## config.mk

```make
export PLATFORM = sky130hd
export DESIGN_NAME = bcd_conv_arbiter
export DESIGN_NICKNAME = d
export VERILOG_FILES = /design/src/rtl/bcd_conv_arbiter.sv
export SDC_FILE = /design/constraint.sdc
export NUM_CORES = 1
export LEC_CHECK = 0
export BUFFER_PORTS_ARGS = -buffer_cell sky130_fd_sc_hd__buf_2
export CAP_MARGIN = 20
export CORE_MARGIN = 3
export CORE_UTILIZATION = 43
export DETAILED_ROUTE_END_ITERATION = 10
export GPL_TIMING_DRIVEN = 0
export PLACE_DENSITY = 0.74
export SLEW_MARGIN = 20
export SYNTH_ARGS = -nofsm -noshare
export SYNTH_HDL_FRONTEND = slang
export SYNTH_SLANG_ARGS = --single-unit
```

## constraint.sdc

```tcl
create_clock -name sys_clk -period 3.2 [get_ports sys_clk]
set_input_delay 0.32 -clock sys_clk [delete_from_list [all_inputs] [get_ports sys_clk]]
set_output_delay 0.32 -clock sys_clk [all_outputs]
set_load 0.1 [all_outputs]
```

## src/rtl/bcd_conv_arbiter.sv

```systemverilog
// Round-robin front end that shares one start/done binary-to-BCD engine between
// N_REQ requesters, with a WAIT watchdog and an operand range check.
module bcd_conv_arbiter #(
  parameter int N_REQ   = 4,
  parameter int DATA_W  = 20,
  parameter int DIG_N   = 6,
  parameter int MAX_VAL = 999999,
  parameter int TIMEOUT = 64,
  localparam int ID_W   = (N_REQ > 1) ? $clog2(N_REQ) : 1,
  localparam int TMR_W  = $clog2(TIMEOUT + 1)
) (
  input  logic                    sys_clk,
  input  logic                    sys_rst_n,
  input  logic [N_REQ-1:0]        req_valid,
  input  logic [N_REQ*DATA_W-1:0] req_data,
  output logic [N_REQ-1:0]        req_ready,
  output logic                    eng_start,
  output logic [DATA_W-1:0]       eng_data,
  input  logic                    eng_done,
  input  logic [DIG_N*4-1:0]      eng_bcd,
  output logic                    rsp_valid,
  output logic [ID_W-1:0]         rsp_id,
  output logic [DIG_N*4-1:0]      rsp_bcd,
  output logic                    rsp_err
);

  localparam logic [DATA_W-1:0] MAX_W = DATA_W'(MAX_VAL);

  typedef enum logic [1:0] {ST_IDLE, ST_START, ST_WAIT, ST_RESP} state_t;

  state_t             state, state_nx;
  logic [TMR_W-1:0]   timer, timer_nx;
  logic [ID_W-1:0]    last_grant, last_grant_nx;
  logic [N_REQ-1:0]   req_ready_nx;
  logic               eng_start_nx;
  logic [DATA_W-1:0]  eng_data_nx;
  logic               rsp_valid_nx;
  logic [ID_W-1:0]    rsp_id_nx;
  logic [DIG_N*4-1:0] rsp_bcd_nx;
  logic               rsp_err_nx;

  logic [DATA_W-1:0]  opnd [N_REQ];
  logic               found;
  logic [ID_W-1:0]    grant_id;
  logic [ID_W-1:0]    scan_id;
  int                 scan_sum;

  always_comb begin
    for (int i = 0; i < N_REQ; i++) begin
      opnd[i] = req_data[i*DATA_W +: DATA_W];
    end
  end

  // Scan from the farthest offset down so the nearest requester after last_grant wins.
  always_comb begin
    found    = 1'b0;
    grant_id = '0;
    scan_id  = '0;
    scan_sum = 0;
    for (int i = N_REQ - 1; i >= 0; i--) begin
      scan_sum = int'(last_grant) + 1 + i;
      if (scan_sum >= N_REQ) scan_sum = scan_sum - N_REQ;
      scan_id = ID_W'(scan_sum);
      if (req_valid[scan_id]) begin
        found    = 1'b1;
        grant_id = scan_id;
      end
    end
  end

  always_comb begin
    state_nx      = state;
    timer_nx      = timer;
    last_grant_nx = last_grant;
    req_ready_nx  = '0;
    eng_start_nx  = 1'b0;
    eng_data_nx   = eng_data;
    rsp_valid_nx  = 1'b0;
    rsp_id_nx     = rsp_id;
    rsp_bcd_nx    = rsp_bcd;
    rsp_err_nx    = rsp_err;
    case (state)
      ST_IDLE: begin
        if (found) begin
          req_ready_nx[grant_id] = 1'b1;
          rsp_id_nx              = grant_id;
          eng_data_nx            = opnd[grant_id];
          if (opnd[grant_id] <= MAX_W) begin
            eng_start_nx = 1'b1;
            state_nx     = ST_START;
          end else begin
            rsp_valid_nx = 1'b1;
            rsp_err_nx   = 1'b1;
            rsp_bcd_nx   = '0;
            state_nx     = ST_RESP;
          end
        end
      end
      ST_START: begin
        timer_nx = '0;
        state_nx = ST_WAIT;
      end
      // A done arriving on the watchdog's last cycle still counts as success.
      ST_WAIT: begin
        if (eng_done) begin
          rsp_bcd_nx   = eng_bcd;
          rsp_err_nx   = 1'b0;
          rsp_valid_nx = 1'b1;
          state_nx     = ST_RESP;
        end else if (timer == TMR_W'(TIMEOUT - 1)) begin
          rsp_bcd_nx   = '0;
          rsp_err_nx   = 1'b1;
          rsp_valid_nx = 1'b1;
          state_nx     = ST_RESP;
        end else begin
          timer_nx = timer + TMR_W'(1);
        end
      end
      ST_RESP: begin
        last_grant_nx = rsp_id;
        state_nx      = ST_IDLE;
      end
      default: state_nx = ST_IDLE;
    endcase
  end

  always_ff @(posedge sys_clk or negedge sys_rst_n) begin
    if (!sys_rst_n) begin
      state      <= ST_IDLE;
      timer      <= '0;
      last_grant <= ID_W'(N_REQ - 1);
      req_ready  <= '0;
      eng_start  <= 1'b0;
      eng_data   <= '0;
      rsp_valid  <= 1'b0;
      rsp_id     <= '0;
      rsp_bcd    <= '0;
      rsp_err    <= 1'b0;
    end else begin
      state      <= state_nx;
      timer      <= timer_nx;
      last_grant <= last_grant_nx;
      req_ready  <= req_ready_nx;
      eng_start  <= eng_start_nx;
      eng_data   <= eng_data_nx;
      rsp_valid  <= rsp_valid_nx;
      rsp_id     <= rsp_id_nx;
      rsp_bcd    <= rsp_bcd_nx;
      rsp_err    <= rsp_err_nx;
    end
  end

endmodule

```

# Yosys cells after proc, flatten, opt, wreduce, memory -nomap -nowiden

Index checks and enable logic that the tools add are counted.

Input port bits: 111
Flip-flop bits (word level): 64
Logic and storage cells: 102
Output and inout bits: 53

Reduce and logical (&&, ||, !) cells: 8
$lt $le $gt $ge: 12
Muxes and demuxes: 53
Bitwise operators: 1
Add/sub/neg operators: 9
Eq/ne operators: 9

Operator list:

| kind                 | count |
|---|---|
| $mux 24              | 4 |
| $pmux 24 s2          | 1 |
| $bmux 20 s2          | 1 |
| $mux 20              | 2 |
| $mux 2               | 12 |
| $le 20x20->1 const B | 1 |
| $mux 1               | 20 |
| $lt 2x3->1 const B   | 5 |
| $mux 7               | 2 |
| $pmux 7 s2           | 1 |
| $ge 4x3->1 const B   | 3 |
| $add 3x2->4 const B  | 2 |
| $bmux 1 s2           | 4 |
| $mux 4               | 2 |
| $ne 2x2->1 const B   | 4 |
| $pmux 2 s4           | 1 |
| $sub 2x1->2 const B  | 4 |
| $add 7x1->7 const B  | 1 |
| $eq 7x6->1 const B   | 1 |
| $ge 3x3->1 const B   | 2 |
| $add 3x1->4 const B  | 1 |
| $eq 2x2->1 const B   | 2 |
| $pmux 1 s2           | 2 |
| $reduce_and 2->1     | 2 |
| other kinds (11)     | 12 |

# Depth between registers and ports, before layout

Gate-level depths: netlist (run 1).

Word-level depth: 18
Mapped depth: 12
Depth with buffers taken out: 8

# Worst setup path before layout (run 1)

Ideal clock, no wire load.

Path kind: flip-flop to flip-flop
Start: register last_grant[1]
End: register rsp_bcd[10]
Slack: -285 ps
Stages on the path, launching flop included: 11
Period minus slack after synthesis: 3,485 ps
Buffers on the path: 2
Arrival time: 3,359 ps
Cell sequence: dfstp_2 > buf_2 > inv_1 > o2bb2ai_1 > a221oi_4 > mux4_1 > o41ai_2 > a311oi_2 > o21ai_2 > buf_6 > mux2_4

Cells in the longest elaborated chain, start to end: 17
Elaborated cells between the ends (all ways): 40

RTL lines:

| what                                       | RTL line | source |
|---|---|---|
| start: declaration                         | 33       | `logic [ID_W-1:0] last_grant, last_grant_nx;` |
| start signal: assignment                   | 131      | `last_grant <= ID_W'(N_REQ - 1);` |
| start signal: assignment                   | 142      | `last_grant <= last_grant_nx;` |
| $add 2x1->3 (*)                            | 61       | `scan_sum = int'(last_grant) + 1 + i;` |
| $add 3x2->4                                | 61       |  |
| $ge 4x3->1 or $sub 2x1->2 (tied branches)  | 62       | `if (scan_sum >= N_REQ) scan_sum = scan_sum - N_REQ;` |
| $mux 2                                     | 62       |  |
| $bmux 1 s2                                 | 64       | `if (req_valid[scan_id]) begin` |
| $mux 1 (not written as such)               | 64       |  |
| $mux 2 (4 in a row)                        | 64       |  |
| $not 2->3 (not written as such)            | 88       | `if (opnd[grant_id] <= MAX_W) begin` |
| $bmux 20 s2                                | 88       |  |
| $mux 20 (not written as such) (2 in a row) | 88       |  |
| $le 20x20->1                               | 88       |  |
| $ne 2x2->1 (no source line)                | n/a      |  |
| $reduce_and 4->1 (no source line) (*)      | n/a      |  |
| end signal: assignment                     | 148      | `rsp_bcd <= rsp_bcd_nx;` |
| end: declaration                           | 23       | `output logic [DIG_N*4-1:0] rsp_bcd,` |

Mark *: on every way between the ends. The rest lies on a longest branch, timed or not. The select of a mux whose other input is x is not followed.
A chain may end at the register's enable or synchronous reset.

# Worst setup path after layout (run 1)

Start: register last_grant[0]
End: register rsp_bcd[6]

Same word-level chain as after synthesis.

==> impl_metrics.env, run 1 <==
export IMPL_status="finished, violations left"
export IMPL_violations="negative setup slack"
export IMPL_fin_crit_ns=3.33
export IMPL_synth_most_common_cell="dfrtp_1"
export IMPL_n_antenna_cell=0
export IMPL_arrival_ns=3.56
export IMPL_rsz0062_at_grt="true"
export IMPL_grt_start_max_net_pins=48
export IMPL_fin_util_pct=64.0
export IMPL_place_inst=562
export IMPL_nNetsFinal=610
export IMPL_synth_ff_type="dfrtp_1"
export IMPL_clock_tree_root_cell="clkbuf_8"
export IMPL_r2r_start="last_grant[0]"
export IMPL_async_flop_share_pct=100
export IMPL_yosysUniqueCellTypes=42
export IMPL_fmax_ghz=0.300
export IMPL_cp_depth=11
export IMPL_io_buffers=163
export IMPL_path_clk_slew_ns=0.08
export IMPL_track_usage_pct=20.8
export IMPL_routed_via_count=3140
export IMPL_core_area_mm2=0.00789
export IMPL_initial_core_util_pct=45.0
export IMPL_clk_path_buf_depth=2
export IMPL_hold_path_class="in2reg"
export IMPL_drc=0
export IMPL_dieArea_mm2=0.00938
export IMPL_rr_worst_depth=11
export IMPL_synthTopCellsByArea="dfrtp_1 44%, mux2_4 8.5%, mux2_2 6.3%"
export IMPL_r2r_end="rsp_bcd[6]"
export IMPL_slowest_stage="mux4_2"
export IMPL_tns_ns=-2.16
export IMPL_cts_sinks=64
export IMPL_syn_to_final_growth_pct=42.2
export IMPL_synth_top_area_share_pct=43.7
export IMPL_finalClockSkew_ns=0.00890
export IMPL_seq_area_frac_synth_pct=45.2
export IMPL_cp_top_family="compound AO/OA/AOI/OAI gates"
export IMPL_critical_path_class="reg2reg"
export IMPL_critPathRequiredTime_ns=3.42
export IMPL_hold_depth=3
export IMPL_slew_headroom_pct=50.7
export IMPL_gp_congestion=0.849
export IMPL_start_kind="flip-flop"
export IMPL_synth_top_cells_by_count="62 x dfrtp_1, 27 x and3_1, 25 x nand2_1"
export IMPL_cts_buffers=9
export IMPL_syn_cell_area_mm2=0.00355
export IMPL_synth_edff_count=0
export IMPL_grt_pass1_vias=3357
export IMPL_drv_cap=0
export IMPL_r2r_slack_ns=-0.13
export IMPL_tritoncts="built"
export IMPL_synth_seq_cells=64
export IMPL_die_y_um=96.9
export IMPL_yosysWarnings=0
export IMPL_routedWlPerCell_um=16.0
export IMPL_slowest_delay_ns=0.55
export IMPL_syn_avg_cell_area_um2=12.0
export IMPL_synth_cells=296
export IMPL_grt_pass1_wl_um=16000
export IMPL_cp_cell_sequence="nand2b_4 -> o21ai_2 -> a221oi_4 -> buf_6 -> mux4_2 -> o41ai_4 -> a311oi_2 -> o21ai_4 -> buf_12 -> clkbuf_16 -> mux2_4"
export IMPL_overflow=0
export IMPL_period_share_pct=104
export IMPL_clock_latency_ns=0.33
export IMPL_final_hold_viol_count=0
export IMPL_worstHoldStart="req_data[62]"
export IMPL_ctsHtreeMaxLevel=3
export IMPL_ant_nets=0
export IMPL_hold_ws_ns=0.306
export IMPL_slew_violations=0
export IMPL_n_fill_cell=640
export IMPL_antenna_found_initial=0
export IMPL_io_pins=164
export IMPL_routed_wl_um=9640
export IMPL_rows=32
export IMPL_crit_path_max_fanout=6
export IMPL_cp_num_buf_inv=3
export IMPL_fp_dieW_um=96.9
export IMPL_firstDrtPassIters=4
export IMPL_finalNonFillerCells=601
export IMPL_end_kind="flip-flop"
export IMPL_dp_hpwl_um=7080
export IMPL_layout_setup_ws_ns=-0.134
export IMPL_cp_startpoint="last_grant[0]"
export IMPL_worst_pin_slew_ns=0.734
export IMPL_min_to="eng_data[2]"
export IMPL_drt_iter0_drc=82
export IMPL_setup_viol=25
export IMPL_vias_per_cell=5.22
export IMPL_synth_top_area_cell="dfrtp_1"
export IMPL_syn_nets=412
export IMPL_drive_above_1_share_pct=53.5
## through the flow
stage               area (um^2)  setup WS (ns)
global route               5050         -0.270
finish                     5050         -0.134
floorplan                  3560         -0.156
detailed placement         4540         -0.626
CTS                        5020         -0.150
global placement           4510         -0.565
## kinds of logic after synthesis
| logic type | share of synthesized area [%] |
|---|---|
| buf+inv | 3.95 |
| mux | 25.5 |
| compound gates | 11.6 |
| simple gates | 11.5 |
| flops | 45.2 |
| xor+xnor | 0.493 |
| fa+ha+maj | 1.76 |
## worst max-delay path by stage
stage                              to  slack [ns]
after floorplan           rsp_bcd[10]       -0.16
after global placement    rsp_bcd[17]       -0.56
after detailed placement  rsp_bcd[17]       -0.63
after CTS                 rsp_bcd[13]       -0.15
after global routing      rsp_bcd[15]       -0.27
final                      rsp_bcd[6]       -0.13
## sequential cells by signal, summed over array words and instances (netlist names)
name,flops
last_grant,2
rsp_valid,1
eng_start,1
timer,7
eng_data,20
rsp_bcd,24
req_ready,4
state,2
rsp_err,1
rsp_id,2
## layout make-up
cell class                      count  area (um^2)  area share [%]
Clock buffer                        9          124            2.45
Clock inverter                      7          120            2.38
Buffer                             13          103            2.03
Multi-Input combinational cell    206         1860            36.7
Timing Repair Buffer              188         1070            21.1
Tap cell                          102          128            2.53
Sequential cell                    64         1600            31.8
Inverter                           12         50.0           0.991
## worst min-delay path, cell delays in order
cell	delay, ns
buf_2	0.07
a311oi_1	0.07
o21ai_0	0.14
## routing by layer
layer / wire length, um / GRT usage [%] / vias to the layer above
li1: - / - / 1487
met1: 4080 / 25.5 / 1520
met2: 4760 / 35.4 / 124
met3: 680 / 5.77 / 9
met4: 116 / 6.70 / 0
met5: 0 / 0 / -
## repair_timing
| action | CTS | global route |
|---|---|---|
| endpoints found under the hold margin | 17 | 0 |
| hold buffers | 1 | 0 |
| pin swaps | 3 | 5 |
| endpoints found under the setup margin | 25 | 25 |
| resized for setup | 12 | 2 |
| setup buffers | 17 | 5 |
| gates cloned | 1 | 1 |
## placed cells by master, fill, tap and decap left out, types with 3 or more instances in the layout
cell,Yosys,routed
o221ai_1,6,6
mux2_4,20,21
bufinv_16,0,3
inv_1,12,11
dfrtp_1,62,62
clkbuf_8,0,9
mux2i_1,21,21
o22ai_1,3,3
ha_1,5,5
nor2_1,15,15
nand3_1,3,3
a21oi_1,4,4
and3_1,27,27
buf_2,1,162
o21ai_0,20,20
mux4_1,6,3
buf_4,0,20
mux4_2,0,3
o22a_1,5,5
nand2_1,25,25
buf_6,4,4
clkbuf_1,8,8
mux2_2,20,19
Power of run 1 is not shown: default switching activity piles up to over one toggle a cycle in this logic, so the estimate is an artifact.
==> run 2, diff against run 1 <==
Settings changed: CELL_PAD_IN_SITES_DETAIL_PLACEMENT set to 1, CELL_PAD_IN_SITES_GLOBAL_PLACEMENT set to 1, CORE_UTILIZATION 43 to 32, PLACE_DENSITY 0.74 to 0.73.
==> run 2 against run 1 <==
Effect of this change:
- the flow still finishes with violations (negative setup slack)
- design area down 0.62%
- first-iteration DRC count is 28% higher
- critical path depth decreased by 1
- via count grew 1.2%
- sequential share of layout area increased by 0.20 points
==> impl_metrics.env, run 2 (synthesis gave the netlist of run 1 again) <==
export IMPL_preCtsSetupSlack_ns=-0.653
export IMPL_layout_setup_ws_ns=-0.0949
export IMPL_cts_sinks=64
export IMPL_slew_violations=0
export IMPL_clk_path_buf_depth=2
export IMPL_critical_path_class="reg2reg"
export IMPL_track_usage_pct=18.5
export IMPL_ctsHtreeMaxLevel=3
export IMPL_tritoncts="built"
export IMPL_vias_per_cell=5.06
export IMPL_top_regs="rsp_bcd x24, eng_data x20, timer x7"
export IMPL_core_area_mm2=0.0106
export IMPL_drive_above_1_share_pct=53.0
export IMPL_final_hold_viol_count=0
export IMPL_regArea_mm2=0.00160
export IMPL_nNetsFinal=603
export IMPL_rsz0062_at_grt="true"
export IMPL_worst_pin_slew_ns=0.789
export IMPL_arrival_ns=3.53
export IMPL_n_antenna_cell=0
export IMPL_dp_hpwl_um=8400
export IMPL_fp_dieW_um=111
export IMPL_end_kind="flip-flop"
export IMPL_status="finished, violations left"
export IMPL_cts_buffers=9
export IMPL_drt_iter0_drc=105
export IMPL_die_y_um=111
export IMPL_period_share_pct=103
export IMPL_fin_crit_ns=3.29
export IMPL_hold_ws_ns=0.322
export IMPL_fmax_ghz=0.303
export IMPL_rows=37
export IMPL_violations="negative setup slack"
export IMPL_initial_core_util_pct=33.6
export IMPL_io_pins=164
export IMPL_routedWlPerCell_um=18.5
export IMPL_routed_wl_um=11600
export IMPL_rr_worst_depth=10
export IMPL_drv_cap=0
export IMPL_grt_start_max_net_pins=45
export IMPL_regMostFlops="rsp_bcd"
export IMPL_gp_congestion=0.798
export IMPL_drc=0
export IMPL_ant_nets=0
export IMPL_hold_path_class="in2reg"
export IMPL_largest_register_ffs=24
export IMPL_routed_via_count=3178
export IMPL_tns_ns=-1.94
export IMPL_mostFrequentLayoutCell="buf_2"
export IMPL_hold_depth=3
export IMPL_multi_input_area_mm2=0.00188
export IMPL_clock_tree_root_cell="clkbuf_8"
export IMPL_clock_latency_ns=0.34
export IMPL_syn_to_final_growth_pct=41.3
export IMPL_critPathRequiredTime_ns=3.43
export IMPL_start_kind="flip-flop"
export IMPL_finalClockSkew_ns=0.0159
export IMPL_n_fill_cell=1217
export IMPL_setup_viol=25
export IMPL_io_buffers=163
export IMPL_firstDrtPassIters=4
export IMPL_path_clk_slew_ns=0.08
export IMPL_grt_pass1_wl_um=18600
export IMPL_crit_path_max_fanout=6
export IMPL_final_cell_mix="162 x buf_2, 62 x dfrtp_1, 27 x and3_1"
export IMPL_slew_headroom_pct=47.0
export IMPL_dieArea_mm2=0.0124
export IMPL_grt_pass1_vias=3515
export IMPL_overflow=0
export IMPL_antenna_found_initial=0
[run 2: what timing repair did]
action | CTS | global route
gates cloned | 2 | 0
hold buffers | 1 | 0
hold endpoints to repair | 20 | 0
pin swaps | 6 | 4
buffers inserted | 16 | 2
gates resized for setup | 16 | 11
endpoints found under the setup margin | 25 | 25
[run 2: metrics by stage]
| stage | utilization (%) | cell area [um^2] | instances |
|---|---|---|---|
| floorplan | - | 3560 | 296 |
| global placement | 43.1 | 4550 | 595 |
| detailed placement | 43.4 | 4580 | 596 |
| CTS | 47.8 | 5040 | 630 |
| global route | 47.5 | 5020 | 628 |
| finish | 47.5 | 5020 | 628 |
[run 2: worst paths after layout]
check	startpoint	end	slack [ns]
setup reg to reg	last_grant[1]	rsp_bcd[12]	-0.09
min in group asynchronous	sys_rst_n	rsp_bcd[20]	0.41
max in group asynchronous	sys_rst_n	last_grant[1]	2.20
hold / removal	req_data[64]	eng_data[4]	0.32
setup / recovery	last_grant[1]	rsp_bcd[12]	-0.09
hold reg to reg	eng_data[4]	eng_data[4]	0.49
[run 2: area by class of cell]
| cell class | instances | area share (%) |
|---|---|---|
| Tap cell | 136 | 3.39 |
| Clock buffer | 11 | 3.02 |
| Clock inverter | 5 | 0.773 |
| Multi-Input combinational cell | 206 | 37.5 |
| Inverter | 12 | 0.997 |
| Buffer | 11 | 1.52 |
| Timing Repair Buffer | 183 | 20.8 |
| Sequential cell | 64 | 32.0 |
[run 2: critical path, stage by stage, from the launching register on]
cell	delay, ns
dfstp_2	0.60
buf_4	0.14
nor3b_4	0.05
a311oi_4	0.28
mux4_1	0.70
o41ai_4	0.43
a311oi_2	0.19
o21ai_4	0.21
buf_12	0.15
buf_8	0.13
mux2_4	0.31
[run 2: metal layers]
layer | up-vias | GRT usage, % | wire length (um)
met5 | - | 0 | 0
met4 | 0 | 2.68 | 18
met1 | 1587 | 22.1 | 4810
met3 | 2 | 5.43 | 746
li1 | 1471 | - | -
met2 | 118 | 33.9 | 6020
Power of run 2 is left out for the same reason.
